--- config.mk ---
export PLATFORM = sky130hd
export DESIGN_NAME = jtkiwi_romrd
export DESIGN_NICKNAME = d
export VERILOG_FILES = /design/src/rtl/jtkiwi_romrd.sv
export SDC_FILE = /design/constraint.sdc
export NUM_CORES = 1
export LEC_CHECK = 0
export CORE_UTILIZATION = 30
export CTS_CLUSTER_DIAMETER = 100
export DETAILED_ROUTE_END_ITERATION = 8
export GPL_TIMING_DRIVEN = 0
export PLACE_DENSITY = 0.63
export REMOVE_ABC_BUFFERS = 1
export SETUP_SLACK_MARGIN = 0.3
export SYNTH_ARGS = -nofsm -noshare
export SYNTH_HDL_FRONTEND = slang
export SYNTH_SLANG_ARGS = --single-unit
--- constraint.sdc ---
create_clock -name clk -period 3.2 [get_ports clk]
set_input_delay 0.64 -clock clk [delete_from_list [all_inputs] [get_ports clk]]
set_output_delay 0.64 -clock clk [all_outputs]
set_load 0.005 [all_outputs]
--- src/rtl/jtkiwi_romrd.sv ---
// CPU ROM byte reader backed by a single 16-bit line cache.
// A miss fetches one word from the SDRAM controller, fills the line and then serves the byte.
//
// state | meaning
// IDLE  | serve hits from the line, start a fetch on a miss
// REQ   | sdram_req held high until the controller acknowledges
// WAIT  | request accepted, waiting for the data strobe
module jtkiwi_romrd #(
  parameter int AW = 15,
  parameter int LE = 1
) (
  input  logic          clk,
  input  logic          rst,
  input  logic          flush,
  input  logic          rom_cs,
  input  logic [AW-1:0] rom_addr,
  output logic          rom_ok,
  output logic [7:0]    rom_data,
  output logic          sdram_req,
  output logic [AW-2:0] sdram_addr,
  input  logic          sdram_ack,
  input  logic          sdram_dst,
  input  logic [15:0]   sdram_data
);

  typedef enum logic [1:0] {
    IDLE = 2'd0,
    REQ  = 2'd1,
    WAIT = 2'd2
  } state_t;

  state_t        r_state,   w_state_nx;
  logic          r_valid,   w_valid_nx;
  logic [AW-2:0] r_tag,     w_tag_nx;
  logic [15:0]   r_line,    w_line_nx;
  logic [7:0]    r_data,    w_data_nx;
  logic          r_ok,      w_ok_nx;
  logic [AW-1:0] r_addr_l,  w_addr_l_nx;
  logic          r_discard, w_discard_nx;
  logic          r_req,     w_req_nx;
  logic [AW-2:0] r_saddr,   w_saddr_nx;

  logic          w_hit;
  logic          w_sel_hi;
  logic [7:0]    w_byte;

  assign w_hit    = r_valid && (r_tag == rom_addr[AW-1:1]);
  assign w_sel_hi = (LE != 0) ? rom_addr[0] : ~rom_addr[0];
  assign w_byte   = w_sel_hi ? r_line[15:8] : r_line[7:0];

  always_comb begin
    w_state_nx   = r_state;
    w_valid_nx   = r_valid;
    w_tag_nx     = r_tag;
    w_line_nx    = r_line;
    w_data_nx    = r_data;
    w_ok_nx      = 1'b0;
    w_addr_l_nx  = r_addr_l;
    w_discard_nx = r_discard;
    w_req_nx     = r_req;
    w_saddr_nx   = r_saddr;

    unique case (r_state)
      IDLE: begin
        if (rom_cs && w_hit) begin
          w_ok_nx     = 1'b1;
          w_addr_l_nx = rom_addr;
          w_data_nx   = w_byte;
        end else if (rom_cs && !flush) begin
          w_req_nx   = 1'b1;
          w_saddr_nx = rom_addr[AW-1:1];
          w_state_nx = REQ;
        end
      end
      REQ: begin
        if (flush) w_discard_nx = 1'b1;
        if (sdram_ack) begin
          w_req_nx = 1'b0;
          if (sdram_dst) begin
            w_line_nx    = sdram_data;
            w_tag_nx     = r_saddr;
            w_valid_nx   = !(r_discard || flush);
            w_discard_nx = 1'b0;
            w_state_nx   = IDLE;
          end else begin
            w_state_nx = WAIT;
          end
        end
      end
      WAIT: begin
        if (flush) w_discard_nx = 1'b1;
        if (sdram_dst) begin
          w_line_nx    = sdram_data;
          w_tag_nx     = r_saddr;
          w_valid_nx   = !(r_discard || flush);
          w_discard_nx = 1'b0;
          w_state_nx   = IDLE;
        end
      end
      default: w_state_nx = IDLE;
    endcase

    // flush wins over a same-cycle hit or fill
    if (flush) begin
      w_valid_nx = 1'b0;
      w_ok_nx    = 1'b0;
    end
  end

  always_ff @(posedge clk) begin
    if (rst) begin
      r_state   <= IDLE;
      r_valid   <= 1'b0;
      r_tag     <= '0;
      r_line    <= '0;
      r_data    <= '0;
      r_ok      <= 1'b0;
      r_addr_l  <= '0;
      r_discard <= 1'b0;
      r_req     <= 1'b0;
      r_saddr   <= '0;
    end else begin
      r_state   <= w_state_nx;
      r_valid   <= w_valid_nx;
      r_tag     <= w_tag_nx;
      r_line    <= w_line_nx;
      r_data    <= w_data_nx;
      r_ok      <= w_ok_nx;
      r_addr_l  <= w_addr_l_nx;
      r_discard <= w_discard_nx;
      r_req     <= w_req_nx;
      r_saddr   <= w_saddr_nx;
    end
  end

  assign rom_ok     = r_ok && rom_cs && (rom_addr == r_addr_l);
  assign rom_data   = r_data;
  assign sdram_req  = r_req;
  assign sdram_addr = r_saddr;

endmodule

# After elaboration in Yosys (flattened, before gate mapping)
# Index checks and enable logic that the tools add are counted.
[word_totals]
regBits = 73
in_bits = 37
elab_cells = 63
[op_classes]
n_eq_ne = 8
n_mux = 25
n_bitwise = 2
reduce_logical = 18
[ops]
columns = ["cell", "count"]
rows = [
  ["two-way mux 16 bit", 2],
  ["case mux 16 bit (2 select lines)", 1],
  ["two-way mux 14 bit", 2],
  ["case mux 14 bit (2 select lines)", 1],
  ["equality test 15 bit", 1],
  ["equality test 14 bit", 1],
  ["two-way mux 2 bit", 5],
  ["two-way mux 1 bit", 9],
  ["two-way mux 8 bit", 1],
  ["inequality test 2 bit (second input constant)", 4],
  ["AND reduction 4 bit", 2],
  ["case mux 1 bit (2 select lines)", 3],
  ["case mux 2 bit (3 select lines)", 1],
  ["logical AND 1 bit", 5],
  ["AND reduction 2 bit", 2],
  ["nonzero test 2 bit", 2],
  ["AND reduction 3 bit", 1],
  ["OR reduction 3 bit", 1],
  ["equality test 2 x 1 -> 1 bit (second input constant)", 1],
  ["equality test 2 bit (second input constant)", 1],
  ["logical NOT 1 bit", 2],
  ["logical NOT 2 bit", 1],
  ["inverter 1 bit", 2],
  ["OR reduction 2 bit", 1],
  ["logical OR 1 bit", 1],
]

# Logic depth before layout (Yosys ltp)
[depth]
ltp_word = 5
mapped_depth = 9
mapped_depth_nobuf = 7

# Worst setup path before layout
# No wires, ideal clock.
[synth_timing]
kind = "in2reg"
startpoint = "input port rom_addr[1]"
endpoint = "register r_addr_l[0]"
t_arrival_ns = 1.986
required_ns = 3.068
setup_slack_ns = 1.082
path_stages = 7
path_buffers = 2
path_cell_list = "xor2_1 > nand4bb_4 > or4_1 > buf_2 > buf_6 > o21ai_1 > a21oi_1"
[synth_via]
elab_chain_cells = 4
[synth_lines]
columns = ["item", "line_no", "text"]
rows = [
  ["start: declaration", "16", "input logic [AW-1:0] rom_addr,"],
  ["equality test 14 bit", "47", "assign w_hit = r_valid && (r_tag == rom_addr[AW-1:1]);"],
  ["logical AND 1 bit", "47", ""],
  ["logical AND 1 bit", "65", "if (rom_cs && w_hit) begin"],
  ["AND reduction 2 bit (no source line)", "n/a", ""],
  ["end signal: assignment", "129", "r_addr_l <= w_addr_l_nx;"],
  ["end: declaration", "38", "logic [AW-1:0] r_addr_l, w_addr_l_nx;"],
]
# No other way between the ends.
# A chain may end at the register's enable or synchronous reset.

# Final worst setup path
[layout_timing]
startpoint = "register r_state[1]"
endpoint = "register r_saddr[2] (netlist: sdram_addr[2])"
[layout_via]
elab_chain_cells = 2
[layout_lines]
columns = ["item", "line_no", "text"]
rows = [
  ["start: declaration", "32", "state_t r_state, w_state_nx;"],
  ["start signal: assignment", "123", "r_state <= w_state_nx;"],
  ["logical NOT 2 bit", "63", "unique case (r_state)"],
  ["AND reduction 3 bit (no source line)", "n/a", ""],
  ["end signal: assignment", "132", "r_saddr <= w_saddr_nx;"],
  ["end: declaration", "41", "logic [AW-2:0] r_saddr, w_saddr_nx;"],
]
# No other way between the ends.

==> flow_metrics.py <==
metrics = {
    "outcome": {
        "status": "completed",
    },
    "timing": {
        "fmax_mhz": 377,
        "relSlewSlack": 0.169,
        "drv_slew": 0,
        "hold_ws_ns": 0.453,
        "setup_viol": 0,
        "layout_setup_ws_ns": 0.547,
        "fin_crit_sh": 0.829,
        "post-route-min-period_ns": 2.65,
        "finalHoldViolations": 0,
        "finClkSkew_ns": 0.00901,
        "tightest_slew_ns": 1.25,
        "rsz0062_at_grt": "false",
    },
    "cells_and_area": {
        "nets": 478,
        "syn2layout_area_growth_pct": 28.8,
        "drive_gt1_frac": 0.0903,
        "diodes": 0,
        "nFillCells": 1117,
        "layout_commonest_cell": "dfxtp_1",
        "final_cell_mix": "73 x dfxtp_1, 64 x nand2_1, 56 x a21oi_1",
        "utilization": 0.397,
    },
    "clock_network": {
        "cts_sinks": 73,
        "cts-root-buf": "clkbuf_8",
        "cts_tree": "built",
        "cts_made_buffers": 9,
        "postCtsSetupBuffers": 0,
        "clk_pin_slew_worst_paths_ns": 0.08,
        "cts_buffer_depth": 2,
        "clock_latency_ns": 0.34,
        "cts_htree_levels": 3,
        "cts_hold_buf": 0,
    },
    "logic_synthesis": {
        "ys_ff_latch": 73,
        "syn-cell-area_um2": 3340,
        "yosys_most_used_dff": "dfxtp_1",
        "avgSynthCellArea_um2": 8.58,
        "synth_area_leaders": "dfxtp_1 44%, a21oi_1 8.4%, nand2_1 7.2%",
        "synth_top_area_frac": 0.437,
        "yosys_warnings": 0,
        "synth_top_area_cell": "dfxtp_1",
        "synth_edf_count": 0,
        "synthArstFlopShare": 0,
        "ys_types": 35,
        "syn_inst": 390,
        "seq_area_frac_synth": 0.437,
    },
    "global_route": {
        "antenna_found_initial": 0,
        "grt_max_degree": 52,
        "grt_usage": 0.144,
        "grt_pass1_wl_mm": 13.0,
        "grt_pass1_vias": 2625,
        "grt-ovfl-total": 0,
    },
    "pwr": {
        "peakVddDrop_mv": 0.225,
        "p_total_w": 0.00196,
        "p_per_area_nw_per_um2": 455,
        "p_clk_frac": 0.404,
        "seqPwrFrac": 0.480,
        "power.share.switching": 0.247,
        "switching_power_w": 0.000483,
        "p_comb_frac": 0.116,
        "p_int_w": 0.00147,
        "p_leak_nw": 1.50,
    },
    "hold_path": {
        "hp-start": "r_line[11]",
        "hold_path_class": "reg -> reg",
        "hold_depth": 2,
        "hold_end": "r_line[11]",
    },
    "floorplanning": {
        "die_w_um": 108,
        "ios": 61,
        "coreArea_um2": 10800,
        "fp-row-count": 38,
        "die-area_um2": 11600,
        "initial_core_util": 0.309,
        "die_h_um": 108,
    },
    "placement": {
        "gp_routability_congestion": 0.784,
        "place_ws_ns": -0.135,
        "post-dp-hpwl_mm": 5.29,
        "io_buffers": 60,
    },
    "detailed_routing": {
        "vias": 2797,
        "routedWlPerCell_um": 13.8,
        "finalWirelength_mm": 8.07,
        "route.detailed.drc": 0,
        "drtIter0Drc": 104,
        "viasPerCell": 4.80,
        "met3_wirelength_um": 374,
        "drt-met1-wl_mm": 3.68,
        "met2_length_mm": 3.93,
        "ant_nets": 0,
        "drt_pre_antenna_iters": 4,
        "top_layer": "met4",
    },
    "critical_path": {
        "required_ns": 3.47,
        "critPathArrivalTime_ns": 2.92,
        "r2r_slack_ns": 0.55,
        "worstPathMaxFanout": 27,
        "r2r_start": "r_state[1]",
        "crit_type": "reg -> reg",
        "worst_r2r_endpoint": "sdram_addr[2]",
        "path_buf_inv": 3,
        "startpoint_type": "flop",
        "crit_family": "buffers and inverters",
        "slowest_stage": "ha_2",
        "worstPathCellList": "inv_1 > ha_2 > clkinvlp_4 > nor3_4 > buf_8 > mux2i_1",
        "rr_worst_depth": 6,
        "slowest_delay_ns": 0.61,
        "crit_path_end_kind": "flop",
    },
    "job": {
        "max_cap_violations": 0,
    },
}
layer usage:
layer  vias to the layer above  global-route usage
li1                       1427                   -
met4                         0              0.0440
met3                         8              0.0424
met2                        61               0.241
met1                      1301               0.176
met5                         -                   0
sequential cells by signal, summed over array words and instances, names as in the netlist:
name / count
r_state: 2
sdram_req: 1
r_discard: 1
r_valid: 1
sdram_addr: 14
r_tag: 14
r_line: 16
r_ok: 1
r_addr_l: 15
rom_data: 8
cell type report:
type / count / area (um2) / share of cell area
multi-input cells: 284 / 1750 / 0.407
flip-flops and latches: 73 / 1460 / 0.339
repair buffers: 64 / 672 / 0.156
well taps: 140 / 175 / 0.0407
clock buffers: 9 / 124 / 0.0288
clock inverters: 7 / 95.1 / 0.0221
inverters: 5 / 22.5 / 0.00523
repair inverters: 1 / 5.00 / 0.00116
logic make-up after synthesis:
kind of cell | count (synthesis) | synth area share
XOR/XNOR | 29 | 0.0804
buffers and inverters | 33 | 0.0449
multiplexers | 23 | 0.0718
AND/OR/NAND/NOR | 144 | 0.223
adder cells (fa/ha/maj) | 3 | 0.0112
AO/OA/AOI/OAI | 85 | 0.131
flip-flops | 73 | 0.437
stage by stage:
stage,instance area [um2],cells,TNS (ns)
CTS,4270,582,0
finish,4310,583,0
global route,4310,583,0
floorplan,3210,362,0
detailed placement,4050,566,-0.967
global placement,3990,562,-17.97
tightest hold or removal path: stages, from the launching register on:
cell and delay (ns):
dfxtp_1 0.31, nand2_1 0.05, a21oi_1 0.05
power by group through the flow:
| stage | clock, W | sequential, W | combinational (W) |
|---|---|---|---|
| finish | 0.000790 | 0.000940 | 0.000227 |
| global route | 0.000850 | 0.000944 | 0.000246 |
| CTS | 0.000816 | 0.000940 | 0.000226 |
| detailed placement | 0 | 0.000962 | 0.000226 |
| global placement | 0 | 0.000961 | 0.000220 |
| floorplan | 0 | 0.000961 | 0.0000956 |
Yosys cell counts (all sizes together), types with 3 or more instances:
master   n
nor3     3
or4      4
nand3   24
o21ai   24
buf      7
xnor2   24
mux2i   15
nor4     3
a21oi   56
nand2   64
clkbuf  21
dfxtp   73
inv      5
nor2     4
ha       3
nand2b  30
mux2     8
nand4    7
xor2     5
worst max path at each step:
stage / slack (ns) / start / depth (start not counted) / to
after global placement: -0.71 / rom_addr[10] / 6 / sdram_addr[7]
after detailed placement: -0.14 / rom_addr[10] / 6 / r_state[1]
after global routing: 0.32 / sdram_ack / 6 / r_valid
final: 0.55 / r_state[1] / 6 / sdram_addr[2]
after CTS: 0.15 / rom_addr[0] / 5 / rom_ok
after floorplan: 0.57 / r_state[0] / 5 / sdram_addr[0]
timing repair:
action                                  4_1_cts  5_1_grt
pin swaps                                     1        5
cloned                                        0        1
gates resized for setup                       7       14
endpoints found under the setup margin       19        7
(Power assumes the default switching activity.)
==> patch: new RTL, config.mk and constraints unchanged <==
Change the parameter `AW` from 15 to 14.
--- a/src/rtl/jtkiwi_romrd.sv
+++ b/src/rtl/jtkiwi_romrd.sv
@@ -8,3 +8,3 @@
 module jtkiwi_romrd #(
-  parameter int AW = 15,
+  parameter int AW = 14,
   parameter int LE = 1
Ports: changed (resized rom_addr and sdram_addr); port bits go from 61 to 59. No check against the original RTL was run, so the function may have changed too.
==> patch against the unedited design <==
  * Global-route usage fell by 0.67 points
  * Total power increased by 2.7%
  * First-iteration DRC count increased by 22%
  * Non-clock buffer count is the same
  * Cell count fell by 6.3%
  * Clock power is 14% higher
  * Cell area down 5.5%
  * Setup slack lost 21 ps
  * Routed wire length is 12% lower
  * Via count fell by 7.7%
  * Sequential cell count down 3
  * Synthesized area fell by 6.7%
  * Count of clock-buffer cells in the layout increased by 3
  * Largest power group is now clock
  * Highest routed layer unchanged
==> patch: results (changes against the unedited design) <==
- Port Buf Inserts: 58 (was 60)
- Gr usage total: 13.70% (was 14.38%)
- Arrival @ worst endpoint: 2940 ps (was 2920 ps)
- Reg power frac: 44.9% (was 48.0%)
- Top cells by area, synth: dfxtp_1 (45%), a21oi_1 (8.7%), nand2_1 (7.3%), mux2i_1 (7.1%), xnor2_1 (5.9%) (was dfxtp_1 (44%), a21oi_1 (8.4%), nand2_1 (7.2%), xnor2_1 (5.8%), nand2b_1 (5.6%))
- Worst r2r src: r_state[0] (was r_state[1])
- Power, Total: 2011 uW (was 1957 uW)
- Skew final: 8.623 ps (was 9.008 ps)
- Status: complete, no violations (unchanged)
- Pre-CTS WS: -310.6 ps (was -135.3 ps)
- Vias in the first global route: 2486 (was 2625)
- Worst Hold Launch: r_line[0] (was r_line[11])
- Compound-Gate Fraction of Synth Area: 14.67% (was 13.13%)
- RD Place Congestion: 0.7169 (was 0.7844)
- Worst reg2reg endpoint: sdram_req (was sdram_addr[2])
- Largest net degree at the start of global routing: 46 (was 52)
- Critical path peak fanout: 17 (was 27)
- Drt total wl: 7087 microns (was 8065 microns)
- CP Launch Point: rom_addr[10] (was r_state[1])
- Share of the clock period used by the worst path after layout: 83.57% (was 82.90%)
- Initial DRC Count: 127 (was 104)
- Leak: 0.001362 uW (was 0.001496 uW)
- R2r setup slk: 790 ps (was 550 ps)
- Top flop regs: r_line x16, r_addr_l x14 (was r_line x16, r_addr_l x15)
- P_comb: 205 uW (was 227 uW)
- Post-synthesis xor/xnor area fraction: 7.575% (was 8.043%)
- Met2 usage: 22.95% (was 24.13%)
- Placed instance area: 3777 sq um (was 4048 sq um)
- Via density: 4.729 (was 4.798)
- Adder-cell area share of the yosys netlist: 1.202% (was 1.122%)
- DR WL met2: 3398 microns (was 3932 microns)
- Most instantiated cells after synthesis: dfxtp_1 (70), nand2_1 (61), a21oi_1 (54), nand2b_1 (27), mux2i_1 (22) (was dfxtp_1 (73), nand2_1 (64), a21oi_1 (56), nand2b_1 (30), nand3_1 (24))
- Final Non-Filler Cells: 546 (was 583)
- Metal-1 WL: 3326 microns (was 3677 microns)
- Global-route wire length before repair: 12000 microns (was 12980 microns)
- Post-DP HPWL: 4721 microns (was 5287 microns)
- Layout cells sized above 1: 7.022% (was 9.029%)
-- patch: what timing repair did --
item,CTS,global route
pin swaps,1,2
gates cloned,0,0
buffers inserted,0,4
gates resized for setup,13,0
setup endpoints to repair,15,21
-- patch: cells by family (layout without fill, tap and decap cells) --
kind of cell,after synthesis,count (layout)
simple gates,125,125
compound gates,82,82
flops,70,70
buf+inv,33,84
xor+xnor,27,27
mux,22,22
fa+ha+maj,3,3
-- patch: worst max-delay path, stage by stage --
cell and delay, ps:
clkdlybuf4s50_1 570, xnor2_1 160, nand4_1 210, or4_1 870
a21oi_1 290, mux2i_1 200
-- patch: area by class of cell --
class | instances | area (sq um)
sequential | 70 | 1401
multi-input combinational | 259 | 1592
timing repair buffer | 64 | 636.9
clock inverter | 3 | 90.09
clock buffer | 12 | 165.2
tap | 133 | 166.4
inverter | 5 | 18.77
fill | 1022 | 5839
